==> src/rtl/keypad_scan_4x4_pkg.sv <==
// Shared types and helpers for the 4x4 matrix keypad scanner.
package keypad_scan_4x4_pkg;

    localparam int ROWS = 4;
    localparam int COLS = 4;

    typedef enum logic [1:0] {
        ST_IDLE      = 2'd0,
        ST_PRESS_DEB = 2'd1,
        ST_HELD      = 2'd2,
        ST_REL_DEB   = 2'd3
    } kp_state_e;

    // Index of the lowest active-low column; 0 when none is low.
    function automatic logic [1:0] first_low(input logic [COLS-1:0] cols);
        logic [1:0] idx;
        idx = 2'd0;
        if (!cols[0])      idx = 2'd0;
        else if (!cols[1]) idx = 2'd1;
        else if (!cols[2]) idx = 2'd2;
        else if (!cols[3]) idx = 2'd3;
        return idx;
    endfunction

    function automatic logic [ROWS-1:0] row_strobe(input logic [1:0] idx);
        return ~(4'b0001 << idx);
    endfunction

endpackage

==> src/rtl/keypad_debounce_fsm.sv <==
// Whole-frame debounce: accepts a press or release after DEB_SCANS identical frames.
module keypad_debounce_fsm
    import keypad_scan_4x4_pkg::*;
#(
    parameter int DEB_SCANS = 4
) (
    input  logic       clk,
    input  logic       rst_n,
    input  logic       i_frame_vld,
    input  logic       i_pressed,
    input  logic [3:0] i_code,
    output logic       o_key_valid,
    output logic [3:0] o_key_code,
    output logic       o_key_held
);

    localparam int                CNT_W   = $clog2(DEB_SCANS + 1);
    localparam logic [CNT_W-1:0]  DEB_MAX = CNT_W'(DEB_SCANS);
    localparam logic [CNT_W-1:0]  ONE     = CNT_W'(1);

    kp_state_e        r_state, w_state_nxt;
    logic [CNT_W-1:0] r_dcnt, w_dcnt_nxt, w_dcnt_inc;
    logic [3:0]       r_cand, w_cand_nxt;
    logic [3:0]       r_key_code, w_code_nxt;
    logic             r_key_valid, w_valid_nxt;
    logic             r_key_held;

    assign w_dcnt_inc = r_dcnt + ONE;

    // NOTE: every always_comb output gets a default first so no path can infer a latch.
    always_comb begin
        w_state_nxt = r_state;
        w_dcnt_nxt  = r_dcnt;
        w_cand_nxt  = r_cand;
        w_code_nxt  = r_key_code;
        w_valid_nxt = 1'b0;
        if (i_frame_vld) begin
            case (r_state)
                ST_IDLE: if (i_pressed) begin
                    w_cand_nxt = i_code;
                    w_dcnt_nxt = ONE;
                    if (DEB_MAX == ONE) begin
                        w_state_nxt = ST_HELD;
                        w_valid_nxt = 1'b1;
                        w_code_nxt  = i_code;
                    end else begin
                        w_state_nxt = ST_PRESS_DEB;
                    end
                end
                ST_PRESS_DEB: begin
                    if (!i_pressed) begin
                        w_state_nxt = ST_IDLE;
                    end else if (i_code == r_cand) begin
                        w_dcnt_nxt = w_dcnt_inc;
                        if (w_dcnt_inc == DEB_MAX) begin
                            w_state_nxt = ST_HELD;
                            w_valid_nxt = 1'b1;
                            w_code_nxt  = r_cand;
                        end
                    end else begin
                        w_cand_nxt = i_code;
                        w_dcnt_nxt = ONE;
                    end
                end
                ST_HELD: if (!i_pressed) begin
                    w_dcnt_nxt  = ONE;
                    w_state_nxt = (DEB_MAX == ONE) ? ST_IDLE : ST_REL_DEB;
                end
                ST_REL_DEB: begin
                    if (i_pressed) begin
                        w_state_nxt = ST_HELD;
                    end else begin
                        w_dcnt_nxt = w_dcnt_inc;
                        if (w_dcnt_inc == DEB_MAX) w_state_nxt = ST_IDLE;
                    end
                end
                default: w_state_nxt = ST_IDLE;
            endcase
        end
    end

    // NOTE: state registers use non-blocking assignments so every flop samples pre-edge values.
    always_ff @(posedge clk or negedge rst_n) begin
        if (!rst_n) begin
            r_state     <= ST_IDLE;
            r_dcnt      <= '0;
            r_cand      <= 4'd0;
            r_key_code  <= 4'd0;
            r_key_valid <= 1'b0;
            r_key_held  <= 1'b0;
        end else begin
            r_state     <= w_state_nxt;
            r_dcnt      <= w_dcnt_nxt;
            r_cand      <= w_cand_nxt;
            r_key_code  <= w_code_nxt;
            r_key_valid <= w_valid_nxt;
            r_key_held  <= (w_state_nxt == ST_HELD) || (w_state_nxt == ST_REL_DEB);
        end
    end

    assign o_key_valid = r_key_valid;
    assign o_key_code  = r_key_code;
    assign o_key_held  = r_key_held;

endmodule

==> src/rtl/keypad_scan_4x4.sv <==
// 4x4 matrix keypad scanner: row strobing, column sync, frame build, debounced key events.
module keypad_scan_4x4
    import keypad_scan_4x4_pkg::*;
#(
    parameter logic [19:0] SCAN_DIV  = 20'd9_999,
    parameter int          DEB_SCANS = 4
) (
    input  logic            clk,
    input  logic            rst_n,
    input  logic [COLS-1:0] col_in,
    output logic [ROWS-1:0] row_out,
    output logic            key_valid,
    output logic [3:0]      key_code,
    output logic            key_held
);

    logic [COLS-1:0] r_sync1, r_sync2;
    logic [19:0]     r_slot_cnt;
    logic [1:0]      r_row_idx;
    logic [ROWS-1:0] r_row_out;
    logic            r_acc_pressed;
    logic [3:0]      r_acc_code;

    logic            w_tick, w_row_hit, w_frame_vld, w_frame_pressed;
    logic [3:0]      w_row_code, w_frame_code;

    always_ff @(posedge clk or negedge rst_n) begin
        if (!rst_n) begin
            r_sync1 <= '1;
            r_sync2 <= '1;
        end else begin
            r_sync1 <= col_in;
            r_sync2 <= r_sync1;
        end
    end

    assign w_tick = (r_slot_cnt == SCAN_DIV);

    always_ff @(posedge clk or negedge rst_n) begin
        if (!rst_n) begin
            r_slot_cnt <= 20'd0;
            r_row_idx  <= 2'd0;
            r_row_out  <= row_strobe(2'd0);
        end else if (w_tick) begin
            r_slot_cnt <= 20'd0;
            r_row_idx  <= r_row_idx + 2'd1;
            r_row_out  <= row_strobe(r_row_idx + 2'd1);
        end else begin
            r_slot_cnt <= r_slot_cnt + 20'd1;
        end
    end

    // Lowest row wins: once a row has hit, later rows in the same scan are ignored.
    assign w_row_hit       = ~&r_sync2;
    assign w_row_code      = {r_row_idx, first_low(r_sync2)};
    assign w_frame_vld     = w_tick && (r_row_idx == 2'd3);
    assign w_frame_pressed = r_acc_pressed | w_row_hit;
    assign w_frame_code    = r_acc_pressed ? r_acc_code : w_row_code;

    always_ff @(posedge clk or negedge rst_n) begin
        if (!rst_n) begin
            r_acc_pressed <= 1'b0;
            r_acc_code    <= 4'd0;
        end else if (w_frame_vld) begin
            r_acc_pressed <= 1'b0;
            r_acc_code    <= 4'd0;
        end else if (w_tick && !r_acc_pressed && w_row_hit) begin
            r_acc_pressed <= 1'b1;
            r_acc_code    <= w_row_code;
        end
    end

    keypad_debounce_fsm #(
        .DEB_SCANS (DEB_SCANS)
    ) u_deb (
        .clk         (clk),
        .rst_n       (rst_n),
        .i_frame_vld (w_frame_vld),
        .i_pressed   (w_frame_pressed),
        .i_code      (w_frame_code),
        .o_key_valid (key_valid),
        .o_key_code  (key_code),
        .o_key_held  (key_held)
    );

    assign row_out = r_row_out;

endmodule

==> config.mk <==
export PLATFORM = sky130hd
export DESIGN_NAME = keypad_scan_4x4
export DESIGN_NICKNAME = d
export VERILOG_FILES = /design/src/rtl/keypad_scan_4x4_pkg.sv /design/src/rtl/keypad_debounce_fsm.sv /design/src/rtl/keypad_scan_4x4.sv
export SDC_FILE = /design/constraint.sdc
export NUM_CORES = 1
export LEC_CHECK = 0
export CAP_MARGIN = 20
export CORE_ASPECT_RATIO = 0.6
export CORE_MARGIN = 5
export CORE_UTILIZATION = 52
export DETAILED_ROUTE_END_ITERATION = 7
export GPL_ROUTABILITY_DRIVEN = 0
export PLACE_DENSITY = 0.74
export SLEW_MARGIN = 10
export SYNTH_ARGS = -nofsm -noshare
export SYNTH_HDL_FRONTEND = slang
export SYNTH_SLANG_ARGS = --single-unit
export TNS_END_PERCENT = 100
==> constraint.sdc <==
create_clock -name clk -period 1.92 [get_ports clk]
set_clock_uncertainty 0.2 [all_clocks]
set_input_delay 0.576 -clock clk [delete_from_list [all_inputs] [get_ports clk]]
set_output_delay 0.576 -clock clk [all_outputs]
set_load 0.01 [all_outputs]
## After elaboration in Yosys (flattened, before gate mapping)

Index checks and enable logic that the tools add are counted.

- Add/subtract/negate cells: 3
- Eq/ne operators: 14
- Shifts and indexed selects: 1
- Muxes and demuxes: 34
- Bitwise gates (word level): 2
- Reductions and logical operators: 13

Operator list:

| operator | count |
|---|---|
| two-way mux 2 bit | 12 |
| two-way mux 4 bit | 6 |
| adder 20 x 1 -> 20 bit, second input constant | 1 |
| equality test 20 x 14 -> 1 bit, second input constant | 1 |
| two-way mux 20 bit | 1 |
| two-way mux 3 bit | 5 |
| AND reduction 5 bit | 3 |
| case mux 3 bit (4 select lines) | 1 |
| equality test 2 bit, second input constant | 5 |
| case mux 2 bit (4 select lines) | 1 |
| case mux 4 bit (2 select lines) | 1 |
| two-way mux 1 bit | 7 |
| inequality test 2 bit, second input constant | 3 |
| equality test 4 bit | 1 |
| inequality test 2 x 1 -> 1 bit, second input constant | 2 |
| inverter 4 bit | 1 |
| AND reduction 4 bit | 1 |
| nonzero test 2 bit | 2 |
| left shift 1 x 2 -> 4 bit, first input constant | 1 |
| adder 3 x 1 -> 3 bit, second input constant | 1 |
| equality test 3 bit, second input constant | 1 |
| logical AND 1 bit | 3 |
| adder 2 x 1 -> 2 bit, second input constant | 1 |
| equality test 2 x 1 -> 1 bit, second input constant | 1 |
| 4 further kinds | 5 |

- Bits in registers: 54
- Output and inout bits: 10
- Word-level logic and storage cells: 80

## Longest topological paths before layout

- Depth in word-level cells: 12
- Gate-level depth with buffers: 8
- Gate-level depth less buffers: 7

## Hierarchy

A second synthesis with hierarchy kept.

- Cells, all modules: 220
- Area total of the unflattened synthesis: 2,508.7 µm²

By module, submodules not included:

| module | times used | cells an instance | area an instance (µm²) | sequential area each (µm²) |
|---|---|---|---|---|
| keypad_scan_4x4 | 1 | 152 | 1,767.9 | 989.7 |
| keypad_debounce_fsm | 1 | 68 | 740.7 | 375.4 |

## Worst setup path after synthesis

Ideal clock, no wire load.

- Kind: register to register
- Start point: register r_sync2[0]
- End point: register u_deb.r_key_code[0] (netlist: u_deb.o_key_code[0])
- Library setup time: 0.125 ns
- Data arrival time: 1.767 ns
- Required time: 1.595 ns
- Slack: -0.172 ns
- Cell stages (with the launch flop): 7
- Path buffers: 0
- Clock period less this slack: 2.092 ns
- Path through: dfstp_2 nand2_1 o31ai_1 xor2_1 nor3_2 nand3_4 mux2_4

- Cells in the longest elaborated chain, start to end: 4

Ends and longest elaborated chain:

| item | RTL line | text |
|---|---|---|
| from (decl) | keypad_scan_4x4.sv:17 | `logic [COLS-1:0] r_sync1, r_sync2;` |
| from (signal assigned) | keypad_scan_4x4.sv:33 | `r_sync2 <= r_sync1;` |
| two-way mux 2 bit / AND reduction 4 bit (equally long branches) | keypad_scan_4x4_pkg.sv:18, keypad_scan_4x4.sv:54 |  |
| two-way mux 4 bit / zero test 1 bit (equally long branches) | keypad_scan_4x4.sv:58, keypad_scan_4x4.sv:54 |  |
| equality test 4 bit / OR 1 bit (equally long branches) | keypad_debounce_fsm.sv:53, keypad_scan_4x4.sv:57 |  |
| AND reduction 5 bit (no source line) (*) | -- |  |
| to (signal assigned) | keypad_debounce_fsm.sv:95 | `r_key_code <= w_code_nxt;` |
| to (decl) | keypad_debounce_fsm.sv:24 | `logic [3:0] r_key_code, w_code_nxt;` |

Mark *: on every way between the ends. The rest lies on a longest branch, timed or not.
A chain may end at the register's enable or synchronous reset.

## Worst setup path after layout

- Start point: register r_acc_pressed
- End point: register u_deb.r_key_code[3] (netlist: u_deb.o_key_code[3])

- Cells in the longest elaborated chain, start to end: 3

Ends and longest elaborated chain:

| item | RTL line | text |
|---|---|---|
| from (decl) | keypad_scan_4x4.sv:21 | `logic r_acc_pressed;` |
| from (signal assigned) | keypad_scan_4x4.sv:62 | `r_acc_pressed <= 1'b0;` |
| from (signal assigned) | keypad_scan_4x4.sv:65 | `r_acc_pressed <= 1'b0;` |
| from (signal assigned) | keypad_scan_4x4.sv:68 | `r_acc_pressed <= 1'b1;` |
| two-way mux 4 bit | keypad_scan_4x4.sv:58 | `assign w_frame_code = r_acc_pressed ? r_acc_code : w_row_code;` |
| equality test 4 bit | keypad_debounce_fsm.sv:53 | `end else if (i_code == r_cand) begin` |
| AND reduction 5 bit (no source line) (*) | -- |  |

Marks and branches as above.

==> results.json <==
{
  "outcome": "finished with violations",
  "violations": "setup timing",
  "setup_violations": 18,
  "ir_drop_mv": 0.420,
  "yosysUniqueCellTypes": 42,
  "synth_edf_count": 0,
  "end_kind": "register",
  "grt_pass1_vias": 1898,
  "fin_ws_ps": -214,
  "ys_top_cells_by_area": "dfrtp_1, dfstp_2, xor2_1",
  "drc_errors": 0,
  "stdcell_area_um2": 3390,
  "syn_avg_cell_area_um2": 11.1,
  "io_buffers": 15,
  "clock_latency_ps": 310,
  "yosysTopAreaCell": "dfrtp_1",
  "pre_cts_ws_ps": -304,
  "cts_tree": "built",
  "core.rowCount": 19,
  "start_util_pct": 54.1,
  "dr_total_vias": 1918,
  "clkTransAtPathRegs_ps": 90,
  "cp.buffers_inverters": 1,
  "fin_util_pct": 73.9,
  "slew_headroom_pct": 73.1,
  "ant_nets": 0,
  "finalHoldViolCount": 0,
  "clockRootBuffer": "clkbuf_8",
  "wl_per_cell_um": 15.7,
  "yosysMostFrequentCell": "dfrtp_1",
  "multiInputGateArea_um2": 1280,
  "post-route-period-util_pct": 111,
  "total_power_mw": 1.88,
  "ioPinCount": 16,
  "synth_cells": 224,
  "path_cells": "buf_6 > o31ai_4 > xor2_2 > nor3_4 > nand3_4 > mux2_4",
  "die_x_um": 99.2,
  "synthToLayoutAreaGrowth_pct": 36.7,
  "track_usage_pct": 18.8,
  "die_h_um": 63.5,
  "crit_required_ps": 1920,
  "dieArea_um2": 6300,
  "antenna_found_initial": 0,
  "slew_violations": 0,
  "period_needed_ps": 2130,
  "grt_max_degree": 55,
  "critPathLaunchType": "register",
  "htree_num_levels": 2,
  "tightest_slew_ps": 402,
  "cp.arrival_ps": 2130,
  "vias_per_cell": 5.40,
  "max_freq_mhz": 469,
  "synth_seq_cells": 54,
  "dpl.hpwl_mm": 3.96,
  "synth_fp_nets": 237,
  "nFillCells": 302,
  "place_area_um2": 3050,
  "cpPeakStageDelay_ps": 500,
  "critical_path_class": "reg2reg",
  "grt_pass1_wl_mm": 9.37,
  "p_per_area_nw_per_um2": 555,
  "synth-async-reset-ratio_pct": 100,
  "numCtsBuffers": 5,
  "worst-path-stages": 6,
  "wirelength_mm": 5.58,
  "hp-class": "in2async",
  "antenna_cells": 0,
  "seq_area_frac_synth_pct": 55.0,
  "layout.cells.non_filler": 355,
  "grt_setup_unrepaired": "true",
  "drv_cap": 0,
  "drive_gt1_share_pct": 41.8,
  "first_pass_iters": 5,
  "ys_warn_count": 0,
  "fin_nets": 304,
  "dp_cells": 341,
  "synth_ff_type": "dfrtp_1",
  "drt_iter0_markers": 138,
  "synthTopCellsByCount": "dfrtp_1, nand2_1, nor2_1",
  "cp_max_fo": 7,
  "syn_area_um2": 2480,
  "register_area_um2": 1370,
  "cp_top_family": "flip-flops",
  "core_um2": 4590,
  "ff2ff_path_depth": 6,
  "leakage_nw": 1.62,
  "grt-ovfl-total": 0,
  "clock_sinks": 54,
  "cts.path.max_buffers": 2,
  "synth_top_area_share_pct": 43.4,
  "slowest_stage": "dfrtp_2"
}
[final cells by class]
| cell class | count | area share (%) |
|---|---|---|
| flip-flops and latches | 54 | 40.3 |
| multi-input cells | 159 | 37.7 |
| repair buffers | 66 | 16.4 |
| clock buffers | 7 | 2.55 |
| well taps | 63 | 2.32 |
| inverters | 5 | 0.554 |
| clock inverters | 1 | 0.148 |
[worst reg2reg max path: cells and delay by family (launching register included)]
| family | cells | cell delay, ps |
|---|---|---|
| buf+inv | 1 | 160 |
| flops | 1 | 500 |
| mux | 1 | 320 |
| compound gates | 1 | 280 |
| xor+xnor | 1 | 170 |
| simple gates | 2 | 400 |
[cells in the final DEF (no fill, tap or decap), types with 5 or more instances in the layout]
cell / Yosys / layout
mux2_4: 4 / 5
nand2_1: 27 / 18
o21ai_1: 0 / 5
xor2_1: 12 / 10
dlygate4sd2_1: 0 / 8
nor2_1: 14 / 13
buf_4: 0 / 44
nand2_2: 1 / 10
dfrtp_1: 43 / 42
clkbuf_8: 0 / 6
nand3_1: 8 / 7
inv_1: 5 / 5
dfstp_2: 11 / 11
a21oi_1: 10 / 9
xnor2_1: 11 / 10
buf_6: 0 / 5
ha_1: 7 / 6
[power breakdown]
part           leakage [nW]  internal (mW)  switching [mW]
registers             0.700           1.15         0.00514
logic                 0.868         0.0363          0.0491
clock network        0.0482          0.291           0.348
total                  1.62           1.48           0.402
[final timing paths]
kind / startpoint / endpoint / slack [ps]
worst max-delay path: r_acc_pressed / u_deb.o_key_code[3] / -210
worst min-delay path: rst_n / row_out[0] / 60
worst max register to register: r_acc_pressed / u_deb.o_key_code[3] / -210
worst min register to register: r_sync1[0] / r_sync2[0] / 160
max in group asynchronous: rst_n / r_sync2[3] / 1160
min in group clk: r_sync1[0] / r_sync2[0] / 160
[per-stage QoR]
| step | setup TNS [ps] | hold WS [ps] |
|---|---|---|
| 2_1_floorplan | -270 | 80.4 |
| 3_3_place_gp | -2250 | 145 |
| 3_5_place_dp | -3350 | 147 |
| 4_1_cts | -1610 | 82.5 |
| 5_1_grt | -3860 | 83.3 |
| 6_report | -2130 | 58.3 |
[registers in the layout, summed over array words and instances (netlist names), 2 cells and up]
| name | cells |
|---|---|
| r_acc_code | 4 |
| r_row_idx | 2 |
| r_slot_cnt | 20 |
| r_sync1 | 4 |
| r_sync2 | 4 |
| row_out | 4 |
| u_deb.o_key_code | 4 |
| u_deb.r_cand | 4 |
| u_deb.r_dcnt | 3 |
| u_deb.r_state | 2 |
[cells by family (layout without fill, tap and decap cells)]
family | count (synthesis) | in the layout | synth area share, %
flip-flops | 54 | 54 | 55.0
adder cells (fa/ha/maj) | 7 | 7 | 3.53
AND/OR/NAND/NOR | 87 | 87 | 19.0
XOR/XNOR | 23 | 23 | 8.12
AO/OA/AOI/OAI | 32 | 32 | 7.56
multiplexers | 10 | 10 | 4.94
buffers and inverters | 11 | 79 | 1.82
[routing by layer]
metal,global-route usage [%],vias to the layer above,part of all wire [%]
li1,-,914,-
met1,28.6,930,49
met2,26.8,61,43
met3,3.97,13,6.2
met4,5.45,0,1.5
met5,0,-,0
[repair_timing]
item	in CTS	in global routing
pin swaps	13	16
setup endpoints to repair	34	39
buffers inserted	7	2
hold buffers	0	0
resized for setup	46	26
Power figures use the tool's default switching activity.
